--- src/rtl/banco_lector_secuencial_pkg.sv ---
// Shared definitions for the register-bank read sequencer and the 8x16 bank.
package banco_pkg;

   localparam int ANCHO_DEF     = 16;
   localparam int ANCHO_DIR_DEF = 3;
   localparam int NUM_REGISTROS = 8;

   // Sequencer state encoding, also exported on the debug state port.
   typedef enum logic [1:0] {
      EST_REPOSO   = 2'd0,
      EST_LEER     = 2'd1,
      EST_ENTREGAR = 2'd2,
      EST_FIN      = 2'd3
   } estado_t;

endpackage

--- src/rtl/banco_lector_secuencial_if.sv ---
// Bank read ports plus the outgoing word stream.
//
// Handshake: the sequencer (master) drives Dato/Ultimo with Valido.
// A word moves on any rising clock edge where Valido && Listo are both 1.
// While Valido is 1 and Listo is 0, Dato and Ultimo stay stable and Valido stays high.
// Valido never depends on Listo.
// RtaA/RtaB are combinational bank reads of DireccionA/DireccionB.
interface banco_lector_secuencial_if
   import banco_pkg::*;
#(
   parameter int ANCHO     = ANCHO_DEF,
   parameter int ANCHO_DIR = ANCHO_DIR_DEF
);
   logic [ANCHO_DIR-1:0] DireccionA;
   logic [ANCHO_DIR-1:0] DireccionB;
   logic [ANCHO-1:0]     RtaA;
   logic [ANCHO-1:0]     RtaB;
   logic [ANCHO-1:0]     Dato;
   logic                 Valido;
   logic                 Listo;
   logic                 Ultimo;

   modport master (
      output DireccionA, DireccionB, Dato, Valido, Ultimo,
      input  RtaA, RtaB, Listo
   );

   modport slave (
      input  DireccionA, DireccionB, Dato, Valido, Ultimo,
      output RtaA, RtaB, Listo
   );
endinterface

--- src/rtl/banco_lector_secuencial_buffer2.sv ---
// Two-word capture register for one bank read pair, with a word index
// selecting which captured word is presented.
module banco_lector_buffer2 #(
   parameter int ANCHO = 16
) (
   input  logic             clk_i,
   input  logic             rst_ni,
   input  logic             cargar_i,   // capture both read ports, restart at word 0
   input  logic             avanzar_i,  // move on to the second captured word
   input  logic [ANCHO-1:0] rta_a_i,
   input  logic [ANCHO-1:0] rta_b_i,
   output logic [ANCHO-1:0] dato_o,
   output logic             idx_o
);

   logic [ANCHO-1:0] palabra0_q;
   logic [ANCHO-1:0] palabra1_q;
   logic             idx_q;

   // Capture the pair on load; the index only ever steps from 0 to 1.
   always_ff @(posedge clk_i or negedge rst_ni) begin
      if (!rst_ni) begin
         palabra0_q <= '0;
         palabra1_q <= '0;
         idx_q      <= 1'b0;
      end else if (cargar_i) begin
         palabra0_q <= rta_a_i;
         palabra1_q <= rta_b_i;
         idx_q      <= 1'b0;
      end else if (avanzar_i) begin
         idx_q      <= 1'b1;
      end
   end

   // Output mux: both inputs are registers, so Dato stays glitch-free.
   always_comb begin
      dato_o = idx_q ? palabra1_q : palabra0_q;
   end

   assign idx_o = idx_q;

endmodule

--- src/rtl/banco_lector_secuencial.sv ---
// Read-side sequencer for the 8x16 register bank.
// It walks a wrapping address range two registers at a time,
// using both bank read ports.
// The fetched words are streamed out one per handshake.
module banco_lector_secuencial
   import banco_pkg::*;
#(
   parameter int ANCHO     = ANCHO_DEF,
   parameter int ANCHO_DIR = ANCHO_DIR_DEF
) (
   input  logic                 Reloj,
   input  logic                 Reiniciar,
   input  logic                 Iniciar,
   input  logic [ANCHO_DIR-1:0] DireccionInicio,
   input  logic [ANCHO_DIR:0]   Cantidad,
   output logic                 Ocupado,
   output logic                 Terminado,
   output estado_t              Estado,
   banco_lector_secuencial_if.master bus
);

   // Largest burst is the whole bank; anything above saturates to it.
   localparam logic [ANCHO_DIR:0]   MAX_CANT = {1'b1, {ANCHO_DIR{1'b0}}};
   localparam logic [ANCHO_DIR:0]   ULTIMA   = (ANCHO_DIR+1)'(1);
   localparam logic [ANCHO_DIR-1:0] UNO      = ANCHO_DIR'(1);
   localparam logic [ANCHO_DIR-1:0] DOS      = ANCHO_DIR'(2);

   estado_t              estado_q;
   logic [ANCHO_DIR-1:0] dir_a_q;
   logic [ANCHO_DIR-1:0] dir_b_q;
   logic [ANCHO_DIR:0]   restante_q;
   logic                 valido_q;

   logic                 transferencia;
   logic                 cargar;
   logic                 avanzar;
   logic                 idx;
   logic [ANCHO-1:0]     dato;

   // Strobes into the capture buffer, all derived from registered state.
   always_comb begin
      transferencia = valido_q && bus.Listo;
      cargar        = (estado_q == EST_LEER);
      avanzar       = (estado_q == EST_ENTREGAR) && transferencia &&
                      (restante_q != ULTIMA) && !idx;
   end

   banco_lector_buffer2 #(.ANCHO(ANCHO)) u_buffer (
      .clk_i     (Reloj),
      .rst_ni    (Reiniciar),
      .cargar_i  (cargar),
      .avanzar_i (avanzar),
      .rta_a_i   (bus.RtaA),
      .rta_b_i   (bus.RtaB),
      .dato_o    (dato),
      .idx_o     (idx)
   );

   // Main FSM: it owns the addresses, the remaining count and Valido.
   // The bank is read combinationally, so the capture happens in the LEER cycle,
   // after the addresses settle.
   always_ff @(posedge Reloj or negedge Reiniciar) begin
      if (!Reiniciar) begin
         estado_q   <= EST_REPOSO;
         dir_a_q    <= '0;
         dir_b_q    <= '0;
         restante_q <= '0;
         valido_q   <= 1'b0;
      end else begin
         case (estado_q)
            EST_REPOSO: begin
               if (Iniciar && (Cantidad != '0)) begin
                  dir_a_q    <= DireccionInicio;
                  dir_b_q    <= DireccionInicio + UNO;
                  restante_q <= (Cantidad > MAX_CANT) ? MAX_CANT : Cantidad;
                  estado_q   <= EST_LEER;
               end
            end
            EST_LEER: begin
               valido_q <= 1'b1;
               estado_q <= EST_ENTREGAR;
            end
            EST_ENTREGAR: begin
               if (transferencia) begin
                  restante_q <= restante_q - ULTIMA;
                  if (restante_q == ULTIMA) begin
                     valido_q <= 1'b0;
                     estado_q <= EST_FIN;
                  end else if (idx) begin
                     // Pair exhausted: the next pair is two registers further on and wraps.
                     dir_a_q  <= dir_a_q + DOS;
                     dir_b_q  <= dir_b_q + DOS;
                     valido_q <= 1'b0;
                     estado_q <= EST_LEER;
                  end
               end
            end
            EST_FIN: begin
               estado_q <= EST_REPOSO;
            end
            default: begin
               estado_q <= EST_REPOSO;
            end
         endcase
      end
   end

   // Outputs decoded from registers only.
   always_comb begin
      bus.DireccionA = dir_a_q;
      bus.DireccionB = dir_b_q;
      bus.Dato       = dato;
      bus.Valido     = valido_q;
      bus.Ultimo     = valido_q && (restante_q == ULTIMA);
      Ocupado        = (estado_q != EST_REPOSO);
      Terminado      = (estado_q == EST_FIN);
      Estado         = estado_q;
   end

endmodule

--- src/flat_wrapper.sv ---
// flat-port wrapper written by rule: the top's interface ports become plain ports
module banco_lector_secuencial_flat import banco_pkg::*;
#(
   parameter int ANCHO     = ANCHO_DEF,
   parameter int ANCHO_DIR = ANCHO_DIR_DEF
)
  (Reloj, Reiniciar, Iniciar, DireccionInicio, Cantidad, Ocupado, Terminado, Estado, bus_DireccionA, bus_DireccionB, bus_Dato, bus_Valido, bus_Ultimo, bus_RtaA, bus_RtaB, bus_Listo);
  banco_lector_secuencial_if #(.ANCHO(ANCHO), .ANCHO_DIR(ANCHO_DIR)) bus_i ();
  input  logic Reloj;
  input  logic Reiniciar;
  input  logic Iniciar;
  input  logic [ANCHO_DIR-1:0] DireccionInicio;
  input  logic [ANCHO_DIR:0] Cantidad;
  output logic Ocupado;
  output logic Terminado;
  output estado_t Estado;
  output wire logic [$bits(bus_i.DireccionA)-1:0] bus_DireccionA;
  output wire logic [$bits(bus_i.DireccionB)-1:0] bus_DireccionB;
  output wire logic [$bits(bus_i.Dato)-1:0] bus_Dato;
  output wire logic [$bits(bus_i.Valido)-1:0] bus_Valido;
  output wire logic [$bits(bus_i.Ultimo)-1:0] bus_Ultimo;
  input wire logic [$bits(bus_i.RtaA)-1:0] bus_RtaA;
  input wire logic [$bits(bus_i.RtaB)-1:0] bus_RtaB;
  input wire logic [$bits(bus_i.Listo)-1:0] bus_Listo;
  assign bus_DireccionA = bus_i.DireccionA;
  assign bus_DireccionB = bus_i.DireccionB;
  assign bus_Dato = bus_i.Dato;
  assign bus_Valido = bus_i.Valido;
  assign bus_Ultimo = bus_i.Ultimo;
  assign bus_i.RtaA = bus_RtaA;
  assign bus_i.RtaB = bus_RtaB;
  assign bus_i.Listo = bus_Listo;
  banco_lector_secuencial #(.ANCHO(ANCHO), .ANCHO_DIR(ANCHO_DIR)) u_core (.Reloj(Reloj), .Reiniciar(Reiniciar), .Iniciar(Iniciar), .DireccionInicio(DireccionInicio), .Cantidad(Cantidad), .Ocupado(Ocupado), .Terminado(Terminado), .Estado(Estado), .bus(bus_i));
endmodule
--- config.mk ---
export PLATFORM = sky130hd
export DESIGN_NAME = banco_lector_secuencial_flat
export DESIGN_NICKNAME = d
export VERILOG_FILES = /design/src/rtl/banco_lector_secuencial_pkg.sv /design/src/rtl/banco_lector_secuencial_if.sv /design/src/rtl/banco_lector_secuencial_buffer2.sv /design/src/rtl/banco_lector_secuencial.sv /design/src/flat_wrapper.sv
export SDC_FILE = /design/constraint.sdc
export NUM_CORES = 1
export LEC_CHECK = 0
export CAP_MARGIN = 40
export CORE_MARGIN = 5
export CORE_UTILIZATION = 40
export DETAILED_ROUTE_END_ITERATION = 7
export GPL_ROUTABILITY_DRIVEN = 0
export GPL_TIMING_DRIVEN = 0
export HOLD_SLACK_MARGIN = 0.05
export PLACE_DENSITY = 0.71
export RECOVER_POWER = 50
export SLEW_MARGIN = 15
export SYNTH_ARGS = -nofsm -noshare
export SYNTH_HDL_FRONTEND = slang
export SYNTH_SLANG_ARGS = --single-unit
--- constraint.sdc ---
create_clock -name Reloj -period 2 [get_ports Reloj]
set_clock_uncertainty 0.1 [all_clocks]
set_input_delay 0.5 -clock Reloj [delete_from_list [all_inputs] [get_ports Reloj]]
set_output_delay 0.5 -clock Reloj [all_outputs]
set_load 0.005 [all_outputs]
# Word level (Yosys, flattened, before mapping)
# Cells that the tools add are included.
[totals]
out_inout_bits = 28
ff_bits = 46
wordCells = 66
[classes]
muxes = 26
reduce_logical = 17
magnitude_cmp = 1
eq_ne = 10
n_addsub = 4
[ops]
columns = ["op", "count"]
rows = [
  ["two-way mux 3 bit", 8],
  ["two-way mux 16 bit", 1],
  ["two-way mux 4 bit", 3],
  ["case mux 3 bit (2 select lines)", 2],
  ["AND reduction 3 bit", 3],
  ["two-way mux 2 bit", 4],
  ["case mux 2 bit (4 select lines)", 1],
  ["case mux 4 bit (2 select lines)", 1],
  ["nonzero test 2 bit", 4],
  ["adder 3 x 2 -> 3 bit (second input constant)", 2],
  ["logical AND 1 bit", 6],
  ["two-way mux 1 bit", 5],
  ["AND reduction 5 bit", 1],
  ["equality test 2 bit (second input constant)", 2],
  ["equality test 4 x 1 -> 1 bit (second input constant)", 1],
  ["> comparator 4 bit (second input constant)", 1],
  ["!= test 2 x 1 -> 1 bit (second input constant)", 2],
  ["!= test 2 bit (second input constant)", 2],
  ["!= test 4 x 1 -> 1 bit (second input constant)", 1],
  ["nonzero test 4 bit", 1],
  ["subtractor 4 x 1 -> 4 bit (second input constant)", 1],
  ["adder 3 x 1 -> 3 bit (second input constant)", 1],
  ["!= test 3 bit (second input constant)", 1],
  ["equality test 2 x 1 -> 1 bit (second input constant)", 1],
  ["other kinds (3)", 3],
]

# Logic depth before layout (Yosys ltp)
# Gate-level depths: netlist of the first run.
[logic_depth]
depth_word = 6
mapped_depth = 6
ltp_nobuf = 6

# Cells and area by module
# A second synthesis of the first run with hierarchy kept.
[hier_totals]
hier_cells = 189
area_unflattened_um2 = 2597.5
[modules_own_cells]
columns = ["module", "n_inst", "seq_area_each_um2", "cells_each", "area_each_um2"]
rows = [
  ["banco_lector_buffer2", 1, 825.8, 88, 1616.6],
  ["banco_lector_secuencial", 1, 325.3, 101, 980.9],
]

# Worst setup path after synthesis of the first run
# OpenSTA, ideal clock, no wires.
[synth_timing]
path_kind = "input port to flip-flop"
start = "in Cantidad[2]"
end = "reg u_core.dir_b_q[2] (netlist: u_core.bus.DireccionB[2])"
path_slack_ns = 0.186
required_ns = 1.776
stages = 4
setup_ns = 0.124
t_arrival_ns = 1.590
n_path_buf = 0
path_cell_list = "or4_4 > a2bb2oi_2 > nor4_1 > a211o_1"
[synth_via]
elab_chain_cells = 4
[synth_lines]
columns = ["element", "line", "source"]
rows = [
  ["start: declaration", "flat_wrapper.sv:13", "input logic [ANCHO_DIR:0] Cantidad;"],
  ["nonzero test 4 bit", "banco_lector_secuencial.sv:72", "if (Iniciar && (Cantidad != '0)) begin"],
  ["logical AND 1 bit", "banco_lector_secuencial.sv:72", ""],
  ["!= test 2 x 1 -> 1 bit (no source line)", "-", ""],
  ["AND reduction 5 bit (no source line)", "-", ""],
  ["end signal: assignment", "banco_lector_secuencial.sv:74", "dir_b_q <= DireccionInicio + UNO;"],
  ["end signal: assignment", "banco_lector_secuencial.sv:92", "dir_b_q <= dir_b_q + DOS;"],
  ["end: declaration", "banco_lector_secuencial.sv:30", "logic [ANCHO_DIR-1:0] dir_b_q;"],
]
# Every way passes these cells.
# A chain may end at the register's enable or synchronous reset.

# Final worst setup path of the first run
[layout_timing]
start = "reg u_core.u_buffer.idx_q (netlist: u_core.u_buffer.idx_o)"
end = "out bus_Dato[14]"
[layout_via]
elab_chain_cells = 1
[layout_lines]
columns = ["element", "line", "source"]
rows = [
  ["start: declaration", "banco_lector_secuencial_buffer2.sv:18", "logic idx_q;"],
  ["start signal: assignment", "banco_lector_secuencial_buffer2.sv:25", "idx_q <= 1'b0;"],
  ["start signal: assignment", "banco_lector_secuencial_buffer2.sv:29", "idx_q <= 1'b0;"],
  ["start signal: assignment", "banco_lector_secuencial_buffer2.sv:31", "idx_q <= 1'b1;"],
  ["two-way mux 16 bit", "banco_lector_secuencial_buffer2.sv:37", "dato_o = idx_q ? palabra1_q : palabra0_q;"],
  ["end: declaration", "flat_wrapper.sv:19", "output wire logic [$bits(bus_i.Dato)-1:0] bus_Dato;"],
]
# Every way passes these cells.

==> results of run 1 <==
## kinds of logic (layout without fill, tap and decap cells)
kind of cell / count (synthesis) / in the layout / synth area share [%]
AO/OA/AOI/OAI: 25 / 25 / 8.21
XOR/XNOR: 1 / 1 / 0.394
adder cells (fa/ha/maj): 3 / 3 / 1.69
buffers and inverters: 16 / 117 / 3.21
flip-flops: 46 / 46 / 51.7
multiplexers: 52 / 52 / 26.2
AND/OR/NAND/NOR: 35 / 35 / 8.61
## worst max-delay path by stage
stage                                                end  slack, ps  depth (start not counted)
detailed placement                            bus_Ultimo       -530                          5
CTS                                         bus_Dato[14]        -70                          4
finish                                      bus_Dato[14]        -50                          4
floorplan           u_core.bus.DireccionB[2]$_DFFE_PN0P_        190                          4
global placement    u_core.bus.DireccionB[0]$_DFFE_PN0P_      -1060                          1
global route                                bus_Dato[14]        -90                          4
## final cells by class
| cell class | count | area, µm² | share of cell area [%] |
|---|---|---|---|
| Clock buffer | 7 | 76.3 | 2.21 |
| Inverter | 7 | 26.3 | 0.760 |
| Timing Repair Buffer | 93 | 908 | 26.3 |
| Multi-Input combinational cell | 116 | 1090 | 31.6 |
| Buffer | 9 | 78.8 | 2.28 |
| Clock inverter | 1 | 30.0 | 0.869 |
| Tap cell | 72 | 90.1 | 2.61 |
| Sequential cell | 46 | 1150 | 33.4 |
## synthesized netlist by cell type (all sizes together)
library cell	number	share of area [%]
a22oi	1	0.34
a31oi	3	1.5
and3	1	0.28
xnor2	1	0.39
buf	5	1.3
nand3b	1	0.34
mux2i	3	1.3
mux2	49	25
and4b	1	0.45
o21bai	1	0.34
nor3	1	0.22
ha	3	1.7
clkbuf	4	0.67
nor2	11	1.9
a21oi	2	0.45
a21boi	1	0.34
nand2b	1	0.28
a311o	1	0.51
or4	1	0.51
nor2b	3	0.84
o21ai	12	2.7
or2	1	0.28
nand4	1	0.28
nand2	4	0.67
nor3b	3	1.0
nor4	1	0.28
a2bb2oi	1	0.67
nand3	2	0.45
inv	7	1.2
dfrtp	46	52
o22ai	1	0.28
a211o	1	0.39
a221oi	1	0.67
and2	2	0.56
or3	1	0.28
## repair_timing
| item | 4_1_cts | 5_1_grt |
|---|---|---|
| pin swaps | 3 | 3 |
| gates resized for setup | 122 | 9 |
| setup buffers | 17 | 3 |
| hold endpoints to repair | 8 | 0 |
| gates cloned | 1 | 0 |
| endpoints found under the setup margin | 25 | 47 |
| hold buffers | 1 | 0 |
## layer usage
metal  up-vias  part of all wire [%]
met3         5                   8.7
met1       837                    43
met5         -                     0
li1        829                     -
met4         0                  0.96
met2        51                    47
## power by group through the flow
stage	registers (mW)	logic, mW	clock network, mW
6_report	1.72	2.99	0.683
2_1_floorplan	1.64	1.36	0
5_1_grt	1.78	3.25	0.744
4_1_cts	1.71	2.95	0.698
3_5_place_dp	1.71	2.38	0
3_3_place_gp	1.69	2.35	0
## registers in the layout (all words and copies together) (netlist names)
name                        flops
u_core.restante_q               4
u_core.bus.DireccionA           3
u_core.bus.DireccionB           3
u_core.u_buffer.palabra0_q     16
u_core.u_buffer.idx_o           1
u_core.bus.Valido               1
u_core.u_buffer.palabra1_q     16
u_core.Estado                   2
## critical path: cells and delay by family (launching register included)
family	cells	cell delay [ps]
buffers and inverters	3	410
muxes	1	300
DFF	1	450
## stage by stage
step / hold WS (ps) / utilization (%)
after floorplan: 104 / -
after global placement: 367 / 55.4
after detailed placement: 371 / 55.7
after CTS: 394 / 63.2
after global routing: 432 / 63.5
final: 388 / 63.5
==> impl_metrics.json, run 1 <==
{
  "status": "complete, but fails checks",
  "violations": "setup timing",
  "total_switching_power_mw": 1.68,
  "critPathKind": "flop to primary output",
  "grt_pass1_wl_um": 9230,
  "crit_top_cell": "buf_6",
  "setup_ws_ps": -48.7,
  "path_clk_slew_ps": 80,
  "syn-cell-area_um2": 2220,
  "cts_tree": "done",
  "drt_iter0_drc": 42,
  "antenna_found_initial": 0,
  "routed_wirelength_um": 5620,
  "setup_viol": 16,
  "post-place-ws_ps": -534,
  "final-max-slew-violation-count": 0,
  "routed_via_density": 4.91,
  "grtUsageMet1_pct": 20.1,
  "coreArea_um2": 5440,
  "grt_start_max_net_pins": 30,
  "arrival_ps": 1450,
  "hold_path_class": "flop to flop",
  "syn_nets": 224,
  "placed_cell_area_um2": 3030,
  "final_cell_mix": "clkdlybuf4s50_1 (48), dfrtp_1 (44), mux2_2 (36), buf_6 (23), mux2_4 (13)",
  "cap_violations": 0,
  "die_w_um": 84.6,
  "portBuffers": 70,
  "synth-seq-cells": 46,
  "rr_endpoint": "u_core.bus.DireccionB[2]$_DFFE_PN0P_",
  "antennaDiodeCount": 0,
  "num_io_pins": 71,
  "fmax_mhz": 488,
  "fin_crit_sh_pct": 102,
  "remaining_drc_errors": 0,
  "die_y_um": 84.6,
  "cp-start-kind": "flop",
  "grt_usage_pct": 16.1,
  "hpwlAfterDp_um": 3670,
  "root_buffer": "clkbuf_8",
  "syn_inst": 178,
  "r2r_slack_ps": 10,
  "initial_core_util_pct": 40.9,
  "fin_tns_setup_ps": -522,
  "rsz0062_at_grt": "yes",
  "ys_seq_area_share_pct": 51.7,
  "relSlewSlack_pct": 33.2,
  "startpoint": "u_core.u_buffer.idx_o$_DFFE_PN0P_",
  "avgSynthCellArea_um2": 12.5,
  "critical_path_required_ps": 1400,
  "placed_cells": 321,
  "clk_latency_ps": 290,
  "critPathCaptureType": "primary output",
  "num-fill-cells": 438,
  "worstRegToRegCells": 7,
  "grt_pass1_vias": 1891,
  "p_comb_share_pct": 55.5,
  "stdcell_count": 351,
  "cts_buffer_depth": 2,
  "areaGrowthSynthToFinish_pct": 55.3,
  "min-delay-start": "u_core.bus.DireccionB[0]$_DFFE_PN0P_",
  "via_count": 1722,
  "yosysWarnings": 0,
  "htree_levels": 2,
  "crit_fanout": 4,
  "busiest_layer": "met2",
  "grtUsageMet3_pct": 6.87,
  "pwr-share-seq_pct": 31.9,
  "min_path_cells": 2,
  "r2r_start": "u_core.restante_q[1]$_DFFE_PN0P_",
  "yosysUniqueCellTypes": 38,
  "gr-total-overflow": 0,
  "sw_frac_of_total_pct": 31.2,
  "drive_gt1_share_pct": 40.9,
  "die_area_um2": 7150,
  "cts_sinks": 46,
  "internal-power_mw": 3.70,
  "fin_nets": 324,
  "p_per_area_nw_per_um2": 1560,
  "slowest_delay_ps": 450,
  "total_power_mw": 5.38,
  "cpMaxStageDelayCell": "dfrtp_2",
  "wl_per_cell_um": 16.0,
  "path_cells": "clkbuf_8, buf_6, mux2_4, buf_6",
  "irDropWorstVdd_v": 0.000734,
  "cts_buffers": 5,
  "finalHoldViolCount": 0,
  "p_leak_nw": 1.54,
  "firstDrtPassIters": 4,
  "worst_pin_slew_ps": 1000,
  "hold-path-endpoint": "u_core.bus.DireccionB[0]$_DFFE_PN0P_",
  "final_common_cell": "clkdlybuf4s50_1",
  "met2_usage_pct": 25.8,
  "fin_crit_ps": 2050,
  "ant_nets": 0,
  "clkPwrFrac_pct": 12.7,
  "rows": 27,
  "design_area_um2": 3460
}
Power figures use the tool's default switching activity.
==> inputs of run 2 (changes only) <==
- ABC_CLOCK_PERIOD_IN_PS: unset -> 2000
- CTS_CLUSTER_DIAMETER: unset -> 150
- MAX_ROUTING_LAYER: unset -> met4
==> run 2 against run 1 <==
Net effect: sequential share of layout area shrank 0.072 points; critical path type unchanged; final cell count grew 0.28%; routed wire length grew 0.44%; utilization grew 0.14 points; worst setup slack gained 2.3 ps; non-clock buffer count grew 1; via count shrank 0.17%; the flow still finishes with violations (setup timing).
==> impl_metrics.json, run 2 (synthesized netlist as in run 1, its figures left out) <==
{
  "setup_viol": 16,
  "status": "complete, but fails checks",
  "relSlewSlack_pct": 33.0,
  "violations": "setup timing",
  "multiInputGateArea_um2": 1090,
  "firstDrtPassIters": 4,
  "grt_usage_pct": 16.6,
  "coreArea_um2": 5440,
  "final_cell_mix": "clkdlybuf4s50_1 (48), dfrtp_1 (44), mux2_2 (36), buf_6 (23), mux2_4 (13)",
  "top_regs": "u_core.u_buffer.palabra0_q: 16 flops, u_core.u_buffer.palabra1_q: 16 flops, u_core.restante_q: 4 flops",
  "total_power_mw": 5.39,
  "root_buffer": "clkbuf_8",
  "hold_path_class": "flop to flop",
  "worst_pin_slew_ps": 1000,
  "cts_tree": "done",
  "antenna_found_initial": 0,
  "routed_wirelength_um": 5640,
  "critical_path_required_ps": 1400,
  "grt_pass1_wl_um": 9210,
  "cts_buffer_depth": 2,
  "via_count": 1719,
  "rsz0062_at_grt": "yes",
  "cts_sinks": 46,
  "fin_tns_setup_ps": -488,
  "regArea_um2": 1150,
  "p_leak_nw": 1.54,
  "critPathCaptureType": "primary output",
  "irDropWorstVdd_v": 0.000731,
  "fin_crit_ps": 2050,
  "die_w_um": 84.6,
  "initial_core_util_pct": 40.9,
  "hpwlAfterDp_um": 3670,
  "cts_buffers": 5,
  "stdcell_count": 352,
  "cap_violations": 0,
  "critPathKind": "flop to primary output",
  "die_y_um": 84.6,
  "setup_ws_ps": -46.4,
  "ant_nets": 0,
  "grtUsageMet1_pct": 21.2,
  "htree_levels": 2,
  "areaGrowthSynthToFinish_pct": 55.7,
  "drive_gt1_share_pct": 41.1,
  "gr-total-overflow": 0,
  "grt_start_max_net_pins": 30,
  "finalHoldViolCount": 0,
  "final-max-slew-violation-count": 0,
  "die_area_um2": 7150,
  "routed_via_density": 4.88,
  "fin_nets": 325,
  "crit_fanout": 4,
  "num_io_pins": 71,
  "met2_usage_pct": 25.8,
  "finish.utilization_pct": 63.7,
  "grtUsageMet3_pct": 5.30,
  "num-fill-cells": 436,
  "arrival_ps": 1450,
  "portBuffers": 70,
  "placed_cells": 321,
  "p_per_area_nw_per_um2": 1560,
  "design_area_um2": 3460,
  "cp-start-kind": "flop",
  "busiest_layer": "met2",
  "wl_per_cell_um": 16.0,
  "drt_iter0_drc": 42,
  "clk_latency_ps": 290,
  "remaining_drc_errors": 0,
  "rows": 27,
  "fin_crit_sh_pct": 102,
  "fmax_mhz": 489,
  "final_common_cell": "clkdlybuf4s50_1",
  "grt_pass1_vias": 1895,
  "placed_cell_area_um2": 3030,
  "antennaDiodeCount": 0,
  "path_clk_slew_ps": 80
}
## run 2: changes by cell type in the layout (fill, tap and decap cells not counted)
cell and change:
buf_4 +1
## run 2: worst paths after layout
kind / start / endpoint / slack (ps) / cells after the start
max in group asynchronous: Reiniciar / u_core.u_buffer.idx_o$_DFFE_PN0P_ / 210 / 3
setup reg to reg: u_core.restante_q[1]$_DFFE_PN0P_ / u_core.bus.DireccionB[2]$_DFFE_PN0P_ / 10 / 7
hold / removal: u_core.bus.DireccionB[0]$_DFFE_PN0P_ / u_core.bus.DireccionB[0]$_DFFE_PN0P_ / 390 / 2
setup / recovery: u_core.u_buffer.idx_o$_DFFE_PN0P_ / bus_Dato[3] / -50 / 4
min in group asynchronous: Reiniciar / u_core.u_buffer.palabra0_q[3]$_DFFE_PN0P_ / 780 / 2
hold reg to reg: u_core.bus.DireccionB[0]$_DFFE_PN0P_ / u_core.bus.DireccionB[0]$_DFFE_PN0P_ / 390 / 2
## run 2: layout make-up
class / instances / share of cell area, %
Clock inverter: 1 / 0.867
Clock buffer: 7 / 2.20
Inverter: 7 / 0.759
Sequential cell: 46 / 33.3
Multi-Input combinational cell: 116 / 31.5
Buffer: 9 / 2.28
Tap cell: 72 / 2.60
Timing Repair Buffer: 94 / 26.4
## run 2: layer usage
| layer | vias to the layer above | wire, µm |
|---|---|---|
| li1 | 834 | - |
| met1 | 828 | 2570 |
| met2 | 51 | 2640 |
| met3 | 6 | 379 |
| met4 | 0 | 57 |
| met5 | - | 0 |
## run 2: power breakdown
group	total (mW)	leakage (nW)	internal, mW	switching [mW]
Clock	0.679	0.0524	0.374	0.305
Combinational	3.00	0.942	1.93	1.07
Sequential	1.72	0.546	1.41	0.307
## run 2: per-stage QoR
| step | worst slack (ps) | hold WS (ps) |
|---|---|---|
| floorplan | 186 | 104 |
| global placement | -1060 | 367 |
| detailed placement | -534 | 371 |
| CTS | -73.6 | 394 |
| global route | -84.7 | 432 |
| finish | -46.4 | 387 |
## run 2: worst max-delay path, cell delays in order (launching register included)
cell      delay (ps)
dfrtp_2          450
clkbuf_8         160
buf_6            130
mux2_4           300
buf_6            120
## run 2: timing repair
action                                 4_1_cts  5_1_grt
pin swaps                                    3        3
cloned                                       1        0
buffers inserted                            17        4
gates resized for setup                    122        9
endpoints found under the hold margin        8        0
hold buffers                                 1        0
setup endpoints to repair                   25       47
==> inputs of run 3 (changes only) <==
--- a/config.mk
+++ b/config.mk
@@ -11,2 +11,3 @@
 export CORE_UTILIZATION = 40
+export CTS_BUF_LIST = sky130_fd_sc_hd__clkbuf_8
 export CTS_CLUSTER_DIAMETER = 150
--- a/constraint.sdc
+++ b/constraint.sdc
@@ -4,2 +4,2 @@
 set_output_delay 0.5 -clock Reloj [all_outputs]
-set_load 0.005 [all_outputs]
+set_load 0.1 [all_outputs]
==> run 3 against run 2 <==
Net effect: the run still ends with setup timing left; maximum frequency fell by 6.4%; utilization rose by 6.3 points; non-clock buffer count rose by 3; worst hold slack got worse by 260 ps; first-iteration DRC count rose to 2.6 times the previous value; via count rose by 3.7%; final cell count rose by 0.85%; routed wire length fell by 0.28%; critical path type unchanged; critical endpoint is now bus_Dato[9].
==> impl_metrics.json, run 3 (synthesized netlist as in run 1, its figures left out) <==
{
  "status": "complete, but fails checks",
  "violations": "setup timing",
  "grt_usage_pct": 16.8,
  "placed_cells": 349,
  "grt_pass1_vias": 1902,
  "grtUsageMet1_pct": 21.0,
  "gr-total-overflow": 0,
  "wl_per_cell_um": 15.9,
  "cap_violations": 0,
  "grt_start_max_net_pins": 28,
  "crit_fanout": 4,
  "clk_latency_ps": 300,
  "hold_buffers": 0,
  "htree_levels": 2,
  "rsz0062_at_grt": "yes",
  "cp-start-kind": "flop",
  "critPathKind": "flop to primary output",
  "die_y_um": 84.6,
  "arrival_ps": 1590,
  "setup_ws_ps": -186,
  "fin_nets": 328,
  "path_cells": "buf_6, buf_8, buf_6, mux2_4, buf_16",
  "fmax_mhz": 457,
  "final_cell_mix": "dfrtp_1 (43), clkdlybuf4s50_1 (39), mux2_2 (35), buf_12 (23), mux2_4 (14)",
  "antennaDiodeCount": 0,
  "routed_wirelength_um": 5630,
  "remaining_drc_errors": 0,
  "path_clk_slew_ps": 90,
  "portBuffers": 70,
  "post-place-ws_ps": -523,
  "worst_pin_slew_ps": 904,
  "cts_tree": "done",
  "routed_via_density": 5.02,
  "cts_sinks": 46,
  "coreArea_um2": 5440,
  "crit_top_cell": "buf_6",
  "critical_path_required_ps": 1400,
  "die_w_um": 84.6,
  "firstDrtPassIters": 4,
  "grt_pass1_wl_um": 9230,
  "rows": 27,
  "cts_buffer_depth": 2,
  "initial_core_util_pct": 40.9,
  "cts_buffers": 5,
  "relSlewSlack_pct": 39.7,
  "drt_iter0_drc": 108,
  "setup_viol": 18,
  "grtUsageMet3_pct": 4.02,
  "areaGrowthSynthToFinish_pct": 71.2,
  "critPathCaptureType": "primary output",
  "root_buffer": "clkbuf_8",
  "drive_gt1_share_pct": 47.0,
  "met2_usage_pct": 27.5,
  "fin_crit_sh_pct": 109,
  "die_area_um2": 7150,
  "stdcell_count": 355,
  "num_io_pins": 71,
  "final_common_cell": "dfrtp_1",
  "hpwlAfterDp_um": 3950,
  "finalHoldViolCount": 0,
  "busiest_layer": "met2",
  "top_regs": "u_core.u_buffer.palabra0_q: 16 flops, u_core.u_buffer.palabra1_q: 16 flops, u_core.restante_q: 4 flops",
  "ant_nets": 0,
  "via_count": 1782,
  "fin_crit_ps": 2190,
  "hold_path_class": "input pin to async pin",
  "final-max-slew-violation-count": 0,
  "slowest_delay_ps": 410,
  "antenna_found_initial": 0,
  "cpMaxStageDelayCell": "dfrtp_1"
}
## run 3: cell types whose count changed in the layout (fill, tap and decap cells not counted), sizes merged
cell / change
clkbuf: -2
dlygate4sd3: -1
dlymetal6s2s: +3
clkinvlp: +1
clkdlybuf4s50: -9
buf: +11
## run 3: worst paths after layout
path / startpoint / end / slack, ps / depth (start not counted)
worst max register to register: u_core.restante_q[0]$_DFFE_PN0P_ / u_core.bus.DireccionB[2]$_DFFE_PN0P_ / -30 / 6
worst min-delay path: Reiniciar / u_core.u_buffer.palabra1_q[3]$_DFFE_PN0P_ / 120 / 1
max in group asynchronous: Reiniciar / u_core.bus.DireccionA[1]$_DFFE_PN0P_ / 360 / 2
min in group Reloj: u_core.u_buffer.palabra1_q[10]$_DFFE_PN0P_ / u_core.u_buffer.palabra1_q[10]$_DFFE_PN0P_ / 410 / 1
worst max-delay path: u_core.u_buffer.idx_o$_DFFE_PN0P_ / bus_Dato[9] / -190 / 5
worst min register to register: u_core.u_buffer.palabra1_q[10]$_DFFE_PN0P_ / u_core.u_buffer.palabra1_q[10]$_DFFE_PN0P_ / 410 / 1
## run 3: final cells by class
type,count,area [µm²]
fillers,382,1630
repair buffers,98,1230
flip-flops and latches,46,1160
multi-input cells,116,1120
well taps,72,90.1
clock buffers,6,82.6
plain buffers,8,61.3
clock inverters,2,33.8
inverters,7,30.0
## run 3: worst max-delay path: cells and delay by family, from the launching register on
family                 cells  cell delay [ps]
multiplexers               1              320
buffers and inverters      4              550
flip-flops                 1              410
## run 3: per-layer routing
layer  vias up  share of wire [%]
li1        845                  -
met1       870                 43
met2        60                 51
met3         7                5.0
met4         0               0.91
met5         -                  0
## run 3: repair_timing
item | 4_1_cts | 5_1_grt
setup endpoints to repair | 31 | 27
cloned | 1 | 0
pin swaps | 5 | 5
buffers inserted | 18 | 6
gates resized for setup | 50 | 28
## run 3: stage by stage
step                      cell area, µm²  util, %  TNS (ps)  hold WS (ps)
after floorplan                     2250        -         0           104
after global placement              3040     55.9    -65930           365
after detailed placement            3520     64.8    -10910           375
after CTS                           3780     69.5     -2570           140
after global routing                3810     70.0     -2440           179
final                               3810     70.0     -1620           124
Power of run 3 is left out: the tool's default activity adds up to more than one toggle a clock period on the data nets, which glitch-free logic cannot reach.
